===== src/rtl/match_control_if.sv =====
// Handshake/status bundle between the game controller and its environment.
// The master side (game environment) drives frame, button and rally-result
// pulses; the slave side (match_control) returns serve control, scores and
// screen selection.
interface match_control_if;
  logic       end_of_frame;
  logic       start_btn;
  logic       quit_btn;
  logic       mode_multi;
  logic       ball_ready;
  logic       point_p1;
  logic       point_p2;
  logic       serve;
  logic       serve_dir;
  logic [3:0] points_player_1;
  logic [3:0] points_player_2;
  logic       screen_idle;
  logic       screen_multi;
  logic       game_over;
  logic [1:0] winner;

  modport master (
    output end_of_frame, start_btn, quit_btn, mode_multi, ball_ready,
    output point_p1, point_p2,
    input  serve, serve_dir, points_player_1, points_player_2,
    input  screen_idle, screen_multi, game_over, winner
  );

  modport slave (
    input  end_of_frame, start_btn, quit_btn, mode_multi, ball_ready,
    input  point_p1, point_p2,
    output serve, serve_dir, points_player_1, points_player_2,
    output screen_idle, screen_multi, game_over, winner
  );
endinterface


===== src/rtl/match_control.sv =====
// Match sequencing for a two-paddle ball game: waits for start, times the
// automatic serve in video frames, scores rallies, detects the winner and
// returns to the idle screen. Every output is a register updated together
// with the state so that no output ever glitches on a combinational path.
module match_control #(
  parameter int WIN_SCORE          = 10,
  parameter int SERVE_DELAY_FRAMES = 60
) (
  input  logic         clk65MHz,
  input  logic         rst_n,
  match_control_if.slave bus
);

  localparam logic [3:0] WIN   = 4'(WIN_SCORE);
  localparam logic [7:0] DELAY = 8'(SERVE_DELAY_FRAMES);

  localparam logic [1:0] SCORER_NONE = 2'b00;
  localparam logic [1:0] SCORER_P1   = 2'b01;
  localparam logic [1:0] SCORER_P2   = 2'b10;

  typedef enum logic [2:0] {
    IDLE       = 3'd0,
    WAIT_SERVE = 3'd1,
    RALLY      = 3'd2,
    POINT      = 3'd3,
    GAME_OVER  = 3'd4
  } state_t;

  state_t     state;
  logic [7:0] frame_cnt;
  // Who took the last rally; SCORER_NONE marks a replay (both pulses at once)
  // so the next serve keeps its direction.
  logic [1:0] last_scorer;

  // Score increment that can never pass the winning total.
  function automatic logic [3:0] sat_inc(input logic [3:0] value);
    logic [3:0] result;
    if (value >= WIN) begin
      result = value;
    end else begin
      result = value + 4'd1;
    end
    return result;
  endfunction

  // Match FSM with all outputs registered alongside the state.
  always_ff @(posedge clk65MHz or negedge rst_n) begin
    if (!rst_n) begin
      state               <= IDLE;
      frame_cnt           <= 8'd0;
      last_scorer         <= SCORER_NONE;
      bus.serve           <= 1'b0;
      bus.serve_dir       <= 1'b1;
      bus.points_player_1 <= 4'd0;
      bus.points_player_2 <= 4'd0;
      bus.winner          <= 2'b00;
      bus.game_over       <= 1'b0;
      bus.screen_idle     <= 1'b1;
      bus.screen_multi    <= 1'b0;
    end else begin
      // serve is a single-cycle pulse; only the serving transition sets it
      bus.serve <= 1'b0;

      if (bus.quit_btn) begin
        // Abandon the match from anywhere; scores stay visible
        state           <= IDLE;
        bus.winner      <= 2'b00;
        bus.game_over   <= 1'b0;
        bus.screen_idle <= 1'b1;
      end else begin
        case (state)
          IDLE: begin
            if (bus.start_btn) begin
              state               <= WAIT_SERVE;
              frame_cnt           <= 8'd0;
              last_scorer         <= SCORER_NONE;
              bus.points_player_1 <= 4'd0;
              bus.points_player_2 <= 4'd0;
              bus.winner          <= 2'b00;
              bus.serve_dir       <= 1'b1;
              bus.screen_multi    <= bus.mode_multi;
              bus.screen_idle     <= 1'b0;
              bus.game_over       <= 1'b0;
            end else begin
              state <= IDLE;
            end
          end

          WAIT_SERVE: begin
            // Serve needs the ball parked; start forces an early serve
            if (bus.ball_ready && ((frame_cnt == DELAY) || bus.start_btn)) begin
              bus.serve <= 1'b1;
              state     <= RALLY;
            end else if (bus.end_of_frame && (frame_cnt < DELAY)) begin
              frame_cnt <= frame_cnt + 8'd1;
            end else begin
              state <= WAIT_SERVE;
            end
          end

          RALLY: begin
            if (bus.point_p1 && bus.point_p2) begin
              last_scorer <= SCORER_NONE;
              state       <= POINT;
            end else if (bus.point_p1) begin
              bus.points_player_1 <= sat_inc(bus.points_player_1);
              last_scorer         <= SCORER_P1;
              state               <= POINT;
            end else if (bus.point_p2) begin
              bus.points_player_2 <= sat_inc(bus.points_player_2);
              last_scorer         <= SCORER_P2;
              state               <= POINT;
            end else begin
              state <= RALLY;
            end
          end

          POINT: begin
            if (bus.points_player_1 == WIN) begin
              state         <= GAME_OVER;
              bus.game_over <= 1'b1;
              bus.winner    <= 2'b01;
            end else if (bus.points_player_2 == WIN) begin
              state         <= GAME_OVER;
              bus.game_over <= 1'b1;
              bus.winner    <= 2'b10;
            end else begin
              state     <= WAIT_SERVE;
              frame_cnt <= 8'd0;
              // Ball goes toward the player who conceded the point
              case (last_scorer)
                SCORER_P1: bus.serve_dir <= 1'b0;
                SCORER_P2: bus.serve_dir <= 1'b1;
                default:   bus.serve_dir <= bus.serve_dir;
              endcase
            end
          end

          GAME_OVER: begin
            if (bus.start_btn) begin
              state           <= IDLE;
              bus.game_over   <= 1'b0;
              bus.screen_idle <= 1'b1;
            end else begin
              state <= GAME_OVER;
            end
          end

          default: begin
            state           <= IDLE;
            bus.game_over   <= 1'b0;
            bus.screen_idle <= 1'b1;
          end
        endcase
      end
    end
  end

endmodule

===== src/flat_wrapper.sv =====
// flat-port wrapper written by rule: the top's interface ports become plain ports
module match_control_flat 
#(
  parameter int WIN_SCORE          = 10,
  parameter int SERVE_DELAY_FRAMES = 60
)
  (clk65MHz, rst_n, bus_end_of_frame, bus_start_btn, bus_quit_btn, bus_mode_multi, bus_ball_ready, bus_point_p1, bus_point_p2, bus_serve, bus_serve_dir, bus_points_player_1, bus_points_player_2, bus_screen_idle, bus_screen_multi, bus_game_over, bus_winner);
  match_control_if bus_i ();
  input  logic clk65MHz;
  input  logic rst_n;
  input wire logic [$bits(bus_i.end_of_frame)-1:0] bus_end_of_frame;
  input wire logic [$bits(bus_i.start_btn)-1:0] bus_start_btn;
  input wire logic [$bits(bus_i.quit_btn)-1:0] bus_quit_btn;
  input wire logic [$bits(bus_i.mode_multi)-1:0] bus_mode_multi;
  input wire logic [$bits(bus_i.ball_ready)-1:0] bus_ball_ready;
  input wire logic [$bits(bus_i.point_p1)-1:0] bus_point_p1;
  input wire logic [$bits(bus_i.point_p2)-1:0] bus_point_p2;
  output wire logic [$bits(bus_i.serve)-1:0] bus_serve;
  output wire logic [$bits(bus_i.serve_dir)-1:0] bus_serve_dir;
  output wire logic [$bits(bus_i.points_player_1)-1:0] bus_points_player_1;
  output wire logic [$bits(bus_i.points_player_2)-1:0] bus_points_player_2;
  output wire logic [$bits(bus_i.screen_idle)-1:0] bus_screen_idle;
  output wire logic [$bits(bus_i.screen_multi)-1:0] bus_screen_multi;
  output wire logic [$bits(bus_i.game_over)-1:0] bus_game_over;
  output wire logic [$bits(bus_i.winner)-1:0] bus_winner;
  assign bus_i.end_of_frame = bus_end_of_frame;
  assign bus_i.start_btn = bus_start_btn;
  assign bus_i.quit_btn = bus_quit_btn;
  assign bus_i.mode_multi = bus_mode_multi;
  assign bus_i.ball_ready = bus_ball_ready;
  assign bus_i.point_p1 = bus_point_p1;
  assign bus_i.point_p2 = bus_point_p2;
  assign bus_serve = bus_i.serve;
  assign bus_serve_dir = bus_i.serve_dir;
  assign bus_points_player_1 = bus_i.points_player_1;
  assign bus_points_player_2 = bus_i.points_player_2;
  assign bus_screen_idle = bus_i.screen_idle;
  assign bus_screen_multi = bus_i.screen_multi;
  assign bus_game_over = bus_i.game_over;
  assign bus_winner = bus_i.winner;
  match_control #(.WIN_SCORE(WIN_SCORE), .SERVE_DELAY_FRAMES(SERVE_DELAY_FRAMES)) u_core (.clk65MHz(clk65MHz), .rst_n(rst_n), .bus(bus_i));
endmodule

===== config.mk =====
export PLATFORM = sky130hd
export DESIGN_NAME = match_control_flat
export DESIGN_NICKNAME = d
export VERILOG_FILES = /design/src/rtl/match_control_if.sv /design/src/rtl/match_control.sv /design/src/flat_wrapper.sv
export SDC_FILE = /design/constraint.sdc
export NUM_CORES = 1
export LEC_CHECK = 0
export BUFFER_PORTS_ARGS = -buffer_cell sky130_fd_sc_hd__buf_2
export CAP_MARGIN = 15
export CORE_ASPECT_RATIO = 0.6
export CORE_MARGIN = 2
export CORE_UTILIZATION = 25
export DETAILED_ROUTE_END_ITERATION = 6
export PLACE_DENSITY = 0.48
export SYNTH_ARGS = -nofsm -noshare
export SYNTH_HDL_FRONTEND = slang
export SYNTH_SLANG_ARGS = --single-unit
export TNS_END_PERCENT = 100

===== constraint.sdc =====
create_clock -name clk65MHz -period 1.7 [get_ports clk65MHz]
set_input_delay 0.085 -clock clk65MHz [delete_from_list [all_inputs] [get_ports clk65MHz]]
set_output_delay 0.085 -clock clk65MHz [all_outputs]
set_load 0.1 [all_outputs]

==> results.toml <==
[cts]
cts.sinks = 28
numCtsBuffers = 3
clk_pin_slew_ps = 70
cts-root-buf = "clkbuf_16"
clk_latency_ps = 270
h-tree-depth = 1
cts_tree = "done"
clk_path_buf_depth = 2

[grt]
grt_antenna_before_repair = 0
grt_pass1_wl_um = 7620
grt_pass1_vias = 1405
grt_max_degree = 29
grt_usage_pct = 13.6
grt-ovfl-total = 0

[yosys]
yosysWarningCount = 0
synth.most_common_cell = "dfrtp_1"
postSynthCellCount = 175
async_reset_ff_share_pct = 100
synth_top_cell_by_area = "dfrtp_1"
ys_types = 46
synth_seq_area_share_pct = 41.6
syn_area_um2 = 1690
yosys.area.top_type_share_pct = 38.5
synth-edff-count = 0
synthTopCellsByCount = "26 x dfrtp_1, 17 x nor2_1, 12 x inv_1"
synth_nets = 190
ys_ff_latch = 28
synth.avg_cell_area_um2 = 9.66
yosys_most_used_dff = "dfrtp_1"
yosys-top-cells-area = "dfrtp_1 38%, ha_1 4.4%, nor2_1 3.8%"

[min_path]
hold_path.class = "in -> reg"
min_from = "bus_mode_multi"
hold_path_end = "u_core.bus.screen_multi"
hold_depth = 2

[worst_setup_path]
crit_family = "compound AO/OA/AOI/OAI gates"
worstSetupStartpointType = "register"
end_kind = "register"
cp_max_fo = 7
crit_type = "reg -> reg"
r2r_setup_slack_ps = 10
arrival_ps = 1840
crit_chain = "ha_4 > and3b_1 > nand2b_4 > o31a_1 > a21boi_2"
ff2ff_path_depth = 5
required_ps = 1850
r2r-start = "u_core.bus.points_player_1[1]"
slowest_delay_ps = 490
slowest_stage = "dfrtp_4"
critPathBufInv = 0
reg2reg_to = "u_core.frame_cnt[3]"

[floorplan]
die_area_um2 = 7460
die_y_um = 67.7
start_util_pct = 25.5
die_w_um = 110
num_rows = 23
core_area_um2 = 6620
ios = 24

[timing]
period_share_pct = 99.4
skew_ps = 2.64
hold_violations = 0
setup_viol = 0
slew_headroom_pct = 53.7
fmax_mhz = 592
tightest_slew_ps = 695
slew_viol_final = 0
min_period_ps = 1690
rsz0062_at_grt = "yes"
whs_ps = 48.2

[place]
port_buffers = 23
dp_cells = 299
place_hpwl_um = 3510
gp_congestion = 0.818

[final_layout]
multi_input_area_um2 = 997
regArea_um2 = 726
area_growth_pct = 34.0
finalNetCount = 234
n_antenna_cell = 0
stdcell_count = 305
nFillCells = 677
drive_gt1_share_pct = 39.4
final_util_pct = 34.2

[routing]
wire_per_inst_um = 15.2
drc_errors = 0
drt_first_pass_iters = 4
drtIter0Drc = 136
postRouteAntennaNets = 0
viasPerCell = 4.92
num_vias = 1502
wl_um = 4650

[status]
status = "complete, no violations"

[run]
maxCapViolCount = 0

[power_and_ir_drop]
ir_drop_uv = 462
power_leakage_nw = 0.975
powerDensity_nw_per_um2 = 752
==> cell type report <==
cell class	instances	area share, %
timing repair buffer	47	13.1
clock buffer	4	3.92
inverter	12	2.10
multi-input combinational	127	44.0
sequential	28	32.0
tap	87	4.80
==> state kept, by name (all words and copies together) (netlist names) <==
name,flops
u_core.bus.winner,2
u_core.bus.serve,1
u_core.bus.screen_multi,1
u_core.bus.points_player_1,4
u_core.bus.game_over,1
u_core.bus.points_player_2,4
u_core.frame_cnt,8
u_core.bus.serve_dir,1
u_core.last_scorer,2
u_core.bus.screen_idle,1
u_core.state,3
==> per-layer routing <==
layer	routed length (um)	global-route usage, %
met2	1700	16.9
met5	0	0
met3	312	2.80
met4	27	2.97
met1	2610	22.6
==> cells by family (layout without fill, tap and decap cells) <==
group | after synthesis | after routing | share of synthesized area [%]
AOI/OAI and AO/OA | 53 | 53 | 25.5
muxes | 3 | 3 | 1.85
and+or+nand+nor | 65 | 65 | 21.3
DFF | 28 | 28 | 41.6
buffers and inverters | 20 | 63 | 5.25
adders and majority gates | 6 | 6 | 4.44
==> worst max-delay path by stage <==
stage                                        startpoint                            end  slack (ps)  cells after the start
after global routing      u_core.bus.points_player_2[1]            u_core.frame_cnt[4]         -80                      5
after CTS                 u_core.bus.points_player_2[1]            u_core.frame_cnt[4]          30                      5
after global placement    u_core.bus.points_player_1[1]  u_core.bus.points_player_1[2]           8                      5
after detailed placement  u_core.bus.points_player_2[1]            u_core.frame_cnt[4]          -1                      5
after floorplan           u_core.bus.points_player_2[0]            u_core.frame_cnt[2]        -110                      7
final                     u_core.bus.points_player_1[1]            u_core.frame_cnt[3]          10                      5
==> repair_timing <==
action | in CTS | in global routing
hold buffers | 1 | 0
pin swaps | 0 | 1
resized for setup | 1 | 11
setup endpoints to repair | 2 | 16
buffers inserted | 0 | 1
endpoints found under the hold margin | 26 | 0
cloned | 0 | 0
==> power breakdown <==
group	switching (W)	leakage, nW	internal (W)	total, W
sequential	0.0000233	0.359	0.000701	0.000725
combinational	0.000253	0.572	0.000119	0.000372
clock	0.000245	0.0442	0.000362	0.000607
==> metrics by stage <==
| step | area [um^2] | worst slack [ps] | TNS [ps] | power (W) |
|---|---|---|---|---|
| after detailed placement | 2110 | -1.19 | -1.19 | 0.00110 |
| after floorplan | 1760 | -113 | -526 | 0.000972 |
| after global routing | 2270 | -77.7 | -206 | 0.00179 |
| after global placement | 2110 | 7.68 | 0 | 0.00110 |
| final | 2270 | 9.51 | 0 | 0.00170 |
| after CTS | 2210 | 27.0 | 0 | 0.00172 |
==> layout by cell type, fill, tap and decap left out, types with 4 or more instances in the layout <==
| cell | Yosys | routed |
|---|---|---|
| o41ai_1 | 5 | 4 |
| buf_2 | 5 | 23 |
| dfrtp_4 | 0 | 4 |
| nand3_1 | 6 | 6 |
| nand2_1 | 8 | 8 |
| inv_1 | 12 | 10 |
| nor4_1 | 5 | 4 |
| buf_4 | 2 | 23 |
| dfrtp_2 | 0 | 6 |
| o21a_1 | 7 | 7 |
| dfrtp_1 | 26 | 16 |
| nor2_1 | 17 | 17 |
| o21ai_0 | 7 | 6 |
| o31ai_1 | 7 | 5 |
| ha_1 | 6 | 4 |
| a21oi_1 | 7 | 7 |
Power figures use the tool's default switching activity.
